<file path="config.mk">
export PLATFORM = sky130hd
export DESIGN_NAME = rpn_executor
export DESIGN_NICKNAME = d
export VERILOG_FILES = /design/src/rtl/rpn_executor.sv
export SDC_FILE = /design/constraint.sdc
export NUM_CORES = 2
export LEC_CHECK = 0
export BUFFER_PORTS_ARGS = -buffer_cell sky130_fd_sc_hd__buf_2
export CORE_ASPECT_RATIO = 2
export CORE_UTILIZATION = 65
export DETAILED_ROUTE_END_ITERATION = 8
export GPL_ROUTABILITY_DRIVEN = 0
export PLACE_DENSITY = 0.91
export SLEW_MARGIN = 20
export SYNTH_ARGS = -nofsm -noshare
export SYNTH_HDL_FRONTEND = slang
export SYNTH_SLANG_ARGS = --single-unit
</file>
<file path="constraint.sdc">
create_clock -name clock -period 9.4 [get_ports clock]
set_clock_uncertainty 0.2 [all_clocks]
set_input_delay 0.47 -clock clock [delete_from_list [all_inputs] [get_ports clock]]
set_output_delay 0.47 -clock clock [all_outputs]
set_load 0.02 [all_outputs]
</file>
<file path="src/rtl/rpn_executor.sv">
// rtl/rpn_executor.sv - RPN command sequencer driving the operand stack strobes
// Simple ops resolve in one EXEC cycle; DIV runs a restoring divider then writes back.
module rpn_executor #(
    parameter int WIDTH = 32,
    parameter int DEPTH = 32
) (
    input  logic             clock,
    input  logic             reset,
    input  logic             cmd_valid,
    output logic             cmd_ready,
    input  logic [3:0]       cmd_op,
    input  logic [3:0]       cmd_digit,
    input  logic [WIDTH-1:0] stack_top,
    input  logic [WIDTH-1:0] stack_next,
    input  logic [5:0]       stack_count,
    input  logic             stack_error,
    output logic             stack_push,
    output logic             stack_pop,
    output logic             stack_write,
    output logic [WIDTH-1:0] stack_value,
    output logic             done,
    output logic             err_underflow,
    output logic             err_div0,
    output logic             err_overflow
);
    localparam logic [3:0] OP_DIGIT = 4'd0, OP_ENTER = 4'd1, OP_ADD = 4'd2, OP_SUB = 4'd3,
                           OP_MUL = 4'd4, OP_DIV = 4'd5, OP_NEG = 4'd6, OP_DROP = 4'd7,
                           OP_BKSP = 4'd8, OP_CLRF = 4'd15;
    localparam int CW = $clog2(WIDTH);
    localparam logic signed [WIDTH-1:0] TEN = WIDTH'(10);

    typedef enum logic [1:0] {S_IDLE, S_EXEC, S_DIV, S_WB} state_t;
    state_t state, nxt_state;

    logic             n_push, n_pop, n_write, n_done, n_unf, n_dz, n_ovf;
    logic [WIDTH-1:0] n_value;
    logic             div_start, div_step, wb_fire;
    logic [WIDTH-1:0] div_q, div_rem, div_dvs;
    logic             div_neg;
    logic [CW-1:0]    div_cnt;
    logic [3:0]       digit_val;
    logic             binary_ok;
    logic [WIDTH:0]   div_shift, div_diff;

    assign cmd_ready = (state == S_IDLE);
    assign digit_val = (cmd_digit > 4'd9) ? 4'd0 : cmd_digit;
    assign binary_ok = (stack_count > 6'd1);
    assign div_shift = {div_rem, div_q[WIDTH-1]};
    assign div_diff  = div_shift - {1'b0, div_dvs};

    always_comb begin
        nxt_state = state;
        n_push    = 1'b0;
        n_pop     = 1'b0;
        n_write   = 1'b0;
        n_value   = '0;
        n_done    = 1'b0;
        n_unf     = err_underflow;
        n_dz      = err_div0;
        n_ovf     = err_overflow | stack_error;
        div_start = 1'b0;
        div_step  = 1'b0;
        case (state)
            S_IDLE: begin
                if (cmd_valid) begin
                    nxt_state = S_EXEC;
                    n_done    = 1'b1;
                    case (cmd_op)
                        OP_DIGIT: begin
                            n_write = 1'b1;
                            n_value = stack_top * WIDTH'(10) + WIDTH'(digit_val);
                        end
                        OP_ENTER: begin
                            if (stack_count >= 6'(DEPTH)) n_ovf = 1'b1;
                            else n_push = 1'b1;
                        end
                        OP_ADD, OP_SUB, OP_MUL: begin
                            if (!binary_ok) n_unf = 1'b1;
                            else begin
                                n_pop   = 1'b1;
                                n_write = 1'b1;
                                if (cmd_op == OP_ADD)      n_value = stack_next + stack_top;
                                else if (cmd_op == OP_SUB) n_value = stack_next - stack_top;
                                else                       n_value = stack_next * stack_top;
                            end
                        end
                        OP_DIV: begin
                            if (!binary_ok) n_unf = 1'b1;
                            else if (stack_top == '0) n_dz = 1'b1;
                            else begin
                                nxt_state = S_DIV;
                                n_done    = 1'b0;
                                div_start = 1'b1;
                            end
                        end
                        OP_NEG: begin
                            n_write = 1'b1;
                            n_value = -stack_top;
                        end
                        OP_DROP: begin
                            if (binary_ok) n_pop = 1'b1;
                            else n_write = 1'b1;
                        end
                        OP_BKSP: begin
                            n_write = 1'b1;
                            n_value = $signed(stack_top) / TEN;
                        end
                        OP_CLRF: begin
                            n_unf = 1'b0;
                            n_dz  = 1'b0;
                            n_ovf = stack_error;
                        end
                        default: ;
                    endcase
                end
            end
            S_EXEC: nxt_state = S_IDLE;
            S_DIV: begin
                div_step = 1'b1;
                if (div_cnt == CW'(WIDTH - 1)) nxt_state = S_WB;
            end
            S_WB: begin
                // First WB cycle registers the signed quotient; the second presents it
                if (!wb_fire) begin
                    n_pop   = 1'b1;
                    n_write = 1'b1;
                    n_done  = 1'b1;
                    n_value = div_neg ? -div_q : div_q;
                end else begin
                    nxt_state = S_IDLE;
                end
            end
            default: nxt_state = S_IDLE;
        endcase
    end

    always_ff @(posedge clock or negedge reset) begin
        if (!reset) state <= S_IDLE;
        else        state <= nxt_state;
    end

    always_ff @(posedge clock or negedge reset) begin
        if (!reset) begin
            stack_push    <= 1'b0;
            stack_pop     <= 1'b0;
            stack_write   <= 1'b0;
            stack_value   <= '0;
            done          <= 1'b0;
            err_underflow <= 1'b0;
            err_div0      <= 1'b0;
            err_overflow  <= 1'b0;
            wb_fire       <= 1'b0;
        end else begin
            stack_push    <= n_push;
            stack_pop     <= n_pop;
            stack_write   <= n_write;
            stack_value   <= n_value;
            done          <= n_done;
            err_underflow <= n_unf;
            err_div0      <= n_dz;
            err_overflow  <= n_ovf;
            wb_fire       <= (state == S_WB) && !wb_fire;
        end
    end

    // Restoring divide on magnitudes; div_q shifts the dividend out and quotient bits in
    always_ff @(posedge clock or negedge reset) begin
        if (!reset) begin
            div_q   <= '0;
            div_rem <= '0;
            div_dvs <= '0;
            div_neg <= 1'b0;
            div_cnt <= '0;
        end else if (div_start) begin
            div_q   <= stack_next[WIDTH-1] ? -stack_next : stack_next;
            div_dvs <= stack_top[WIDTH-1] ? -stack_top : stack_top;
            div_rem <= '0;
            div_neg <= stack_next[WIDTH-1] ^ stack_top[WIDTH-1];
            div_cnt <= '0;
        end else if (div_step) begin
            if (!div_diff[WIDTH]) begin
                div_rem <= div_diff[WIDTH-1:0];
                div_q   <= {div_q[WIDTH-2:0], 1'b1};
            end else begin
                div_rem <= div_shift[WIDTH-1:0];
                div_q   <= {div_q[WIDTH-2:0], 1'b0};
            end
            div_cnt <= div_cnt + CW'(1);
        end
    end
endmodule

</file>
==> flow_summary.toml, run 1 <==
[synthesis]
ys_warn_count = 0
synth-adder-area-share = 0.330
synth_xor_area_frac = 0.0880
synth_top_family_by_area = "adder cells"
netlist_area_um2 = 36000
synth_seq_cells = 144
syn_inst = 4535
avgSynthCellArea_um2 = 7.94
synth_mux_area_frac = 0.0249
ys.flop_type = "dfrtp_1"
seq_area_frac_synth = 0.100
postSynth.asyncResetShare = 1.00
syn_nets = 5318
synth-compound-area-share = 0.180
synth_edf_count = 0
yosys.area_share.simple = 0.189
ys_types = 112

[clock_network]
cts.sinks = 144
clock_path_buffers = 3
htree_levels = 4
root_buffer = "clkbuf_16"
numCtsBuffers = 25

[die]
start_util = 0.659
die_w_um = 168
io_pins = 122
die_y_um = 335
rows = 121

[status]
outcome = "did not finish"
stop_error = "[ERROR GRT-0116] Global routing finished with congestion. Check the congestion regions in the DRC Viewer."
haltStage = "global routing (5_1_grt)"

[global_route]
grt_max_degree = 100
grt.overflow.total = 129
grtUsageTotal = 0.767
grt_pass1_wl_um = 320000
grt_pass1_vias = 50700

[placement]
place.port_buffers = 120
place_hpwl_um = 108000
-- kinds of logic after synthesis --
| group | Yosys count |
|---|---|
| simple gates | 1461 |
| compound gates | 931 |
| buf+inv | 845 |
| fa+ha+maj | 703 |
| xor+xnor | 362 |
| flops | 144 |
| mux | 89 |
-- what timing repair did --
action	CTS
pin swaps	95
endpoints found under the setup margin	32
resized for setup	237
hold buffers	3
hold endpoints to repair	85
setup buffers	93
-- synthesized netlist by cell type (8+ instances only) --
library cell,n,area share
or4_1,23,0.0048
nor2_1,315,0.033
a21oi_1,178,0.025
buf_1,39,0.0041
xnor2_1,260,0.063
fa_1,413,0.23
a211o_1,11,0.0027
o41ai_1,17,0.0041
buf_2,11,0.0015
o21ai_1,20,0.0028
clkbuf_1,196,0.020
a222oi_1,11,0.0031
nor3b_1,8,0.0017
o21ai_0,191,0.027
mux2i_1,85,0.024
a221oi_1,20,0.0049
o21a_1,14,0.0029
nor3_1,78,0.011
xor2_1,102,0.025
nand2b_1,36,0.0063
nor2b_1,22,0.0038
or3_1,39,0.0068
inv_1,590,0.061
dfrtp_1,144,0.10
o22ai_1,18,0.0031
o21bai_1,51,0.011
a211oi_1,67,0.014
o31ai_1,37,0.0077
a22oi_1,12,0.0025
a31oi_1,15,0.0026
nand3_1,60,0.0083
and3_1,28,0.0049
a311oi_1,10,0.0024
nand4_1,31,0.0054
o221ai_1,10,0.0024
ha_1,288,0.10
a21o_1,96,0.020
nor4_1,19,0.0033
and2_1,114,0.020
o211ai_1,35,0.0073
nand2_1,634,0.066
-- metrics by stage --
step | hold WS, ns | util | cell area (um2) | setup slack, ns | std cells
floorplan | -0.0256 | - | 36400 | -3.27 | 4535
global placement | 0.266 | 0.759 | 41500 | -3.81 | 5740
detailed placement | 0.286 | 0.759 | 41500 | -4.17 | 5740
CTS | 0.238 | 0.808 | 44200 | -3.05 | 5866
-- routing by layer --
layer | GRT usage | overflow
met5 | 0.374 | 2
met1 | 0.738 | 3
met4 | 0.770 | 54
met3 | 0.655 | 4
met2 | 0.921 | 66
==> run 2, diff against run 1 <==
--- a/config.mk
+++ b/config.mk
@@ -6,11 +6,10 @@
 export NUM_CORES = 2
 export LEC_CHECK = 0
 export BUFFER_PORTS_ARGS = -buffer_cell sky130_fd_sc_hd__buf_2
-export CORE_ASPECT_RATIO = 2
-export CORE_UTILIZATION = 65
+export CORE_UTILIZATION = 40
 export DETAILED_ROUTE_END_ITERATION = 8
 export GPL_ROUTABILITY_DRIVEN = 0
-export PLACE_DENSITY = 0.91
+export PLACE_DENSITY_LB_ADDON = 0.15
 export SLEW_MARGIN = 20
 export SYNTH_ARGS = -nofsm -noshare
 export SYNTH_HDL_FRONTEND = slang
==> run 2 against run 1 <==
  * The flow now finishes, with violations (DRC, setup timing)
  * Synthesized area unchanged
  * Synthesized cell count unchanged
==> flow_summary.toml, run 2 <==
[status]
outcome = "finished, violations left"
violations = "DRC, setup timing"

[die]
die_area_um2 = 91200
io_pins = 122
core-area_um2 = 88800
start_util = 0.406
die_y_um = 302
die_w_um = 302
rows = 109

[final_layout]
nets = 5923
final_common_cell = "buf_4"
final_cell_mix = "buf_4 (657), nand2_1 (627), inv_1 (587), fa_1 (413), nor2_1 (294)"
ff_latch_area_um2 = 3600
drive_gt1_frac = 0.230
area_growth_pct = 26.2
nFillCells = 8515
final_cell_area_um2 = 45400
multiInputGateArea_um2 = 31200
finish.utilization = 0.512

[critical_path]
cp.required_ns = 9.59
critPathBufInv = 11
crit_type = "primary input to register"
crit_family = "simple AND/OR/NAND/NOR gates"
crit_arrival_ns = 12.80
cp-end-kind = "register"
crit_fanout = 7
worst_path_most_repeated_cell = "buf_4"
startpoint_type = "primary input"
cp_slowest_cell = "or4_4"
slowest_delay_ns = 0.58

[synthesis]
syn_nets = 5318
ys_top_cells_by_area = "fa_1 (23%), dfrtp_1 (10%), ha_1 (10%)"
avgSynthCellArea_um2 = 7.94
ys_warn_count = 0
ys_types = 112
synth_edf_count = 0
yosys.area_share.simple = 0.189
syn_inst = 4535
synth-adder-area-share = 0.330
postSynth.asyncResetShare = 1.00
synth_top_area_frac = 0.230
netlist.top_cell.by_area = "fa_1"
seq_area_frac_synth = 0.100
ys.flop_type = "dfrtp_1"
synthTopCellsByCount = "nand2_1 (634), inv_1 (590), fa_1 (413), nor2_1 (315), ha_1 (288)"
synth_xor_area_frac = 0.0880
synth.most_common_cell = "nand2_1"
synth_seq_cells = 144
synth_mux_area_frac = 0.0249
synth_top_family_by_area = "adder cells"
netlist_area_um2 = 36000
synth-compound-area-share = 0.180

[sta]
holdWs_ns = 0.236
slew_viol_final = 0
setup_violations = 32
tightest_slew_ns = 1.20
slew_headroom = 0.194
hold_violations = 0
fin_crit_ns = 12.60
setup_ws_ns = -3.20
fin_crit_sh = 1.34
grt_setup_unrepaired = "yes"
fmax_mhz = 79.4

[placement]
dpl_cell_area_um2 = 42200
place.port_buffers = 120
place_hpwl_um = 105000

[clock_network]
cts_tree = "yes"
root_buffer = "clkbuf_16"
clock_path_buffers = 2
cts.sinks = 144
htree_levels = 4
clkTransAtPathRegs_ns = 0.08
numCtsBuffers = 17
clk_latency_ns = 0.49

[routing]
drt.antenna.violating_nets = 0
routed_wl_um = 133000
drc = 14
avgViaCountPerCell = 5.55
vias = 35100
wl_per_cell_um = 21.0
first_pass_iters = 9
drt_iter0_markers = 2824

[global_route]
antenna_found_initial = 12
grtUsageTotal = 0.294
grt_pass1_wl_um = 206000
grt_pass1_vias = 35000
grt_max_degree = 80
grt.overflow.total = 0

[job]
max-cap-violations = 0

[min_path]
min_path_type = "primary input to register"
## run 2: cell counts after synthesis
Identical to the previous run, type by type.
## run 2: final cells by class
class	instances	area share
antenna	5	0.000275
clock inverter	14	0.00501
inverter	597	0.0494
tap	1165	0.0321
sequential	144	0.0793
multi-input combinational	3547	0.687
clock buffer	18	0.00945
timing repair buffer	833	0.137
## run 2: worst paths after layout
path | to | cells past startpoint | from | slack (ns)
min | div_q[31] | 4 | stack_next[30] | 0.24
min reg2reg | err_underflow | 2 | err_underflow | 0.30
max | stack_value[24] | 59 | stack_top[7] | -3.20
max reg2reg | div_rem[0] | 42 | div_q[31] | 0.84
min in group asynchronous | div_cnt[0] | 2 | reset | 0.39
max in group asynchronous | div_rem[24] | 3 | reset | 7.09
## run 2: worst min-delay path: cells and delay by family
family,cells,cell delay [ns]
AND/OR/NAND/NOR,2,0.13
AO/OA/AOI/OAI,1,0.07
buffers and inverters,1,0.20
## run 2: repair_timing
item / CTS / global route
resized for setup: 265 / 88
setup buffers: 68 / 30
cloned: 0 / 1
pin swaps: 93 / 71
hold buffers: 3 / 0
setup endpoints to repair: 32 / 32
hold endpoints to repair: 76 / 0
## run 2: cell families (layout without fill, tap and decap cells)
family / after synthesis / in the layout
xor gates and xnor gates: 362 / 362
DFF: 144 / 144
muxes: 89 / 90
other: 0 / 5
buffers and inverters: 845 / 1462
adders and majority gates: 703 / 703
and+or+nand+nor: 1461 / 1461
AOI/OAI and AO/OA: 931 / 931
## run 2: routing by layer
metal / routed length (um) / vias to the layer above / track usage
li1: - / 16300 / -
met3: 8550 / 197 / 0.0330
met5: 27 / - / 0
met1: 58600 / 17300 / 0.405
met2: 62200 / 1280 / 0.482
met4: 3780 / 4 / 0.0915
## run 2: stage by stage
stage               instances  setup TNS [ns]  setup WS, ns
global placement         6195         -118.75         -4.10
detailed placement       6195         -121.02         -4.18
finish                   6323          -92.12         -3.20
CTS                      6294          -80.84         -2.93
global route             6322         -104.30         -3.62
floorplan                4535          -87.95         -3.27
Power of run 2 is left out: the tool's default activity adds up to more than one toggle a clock period on the data nets, which glitch-free logic cannot reach.
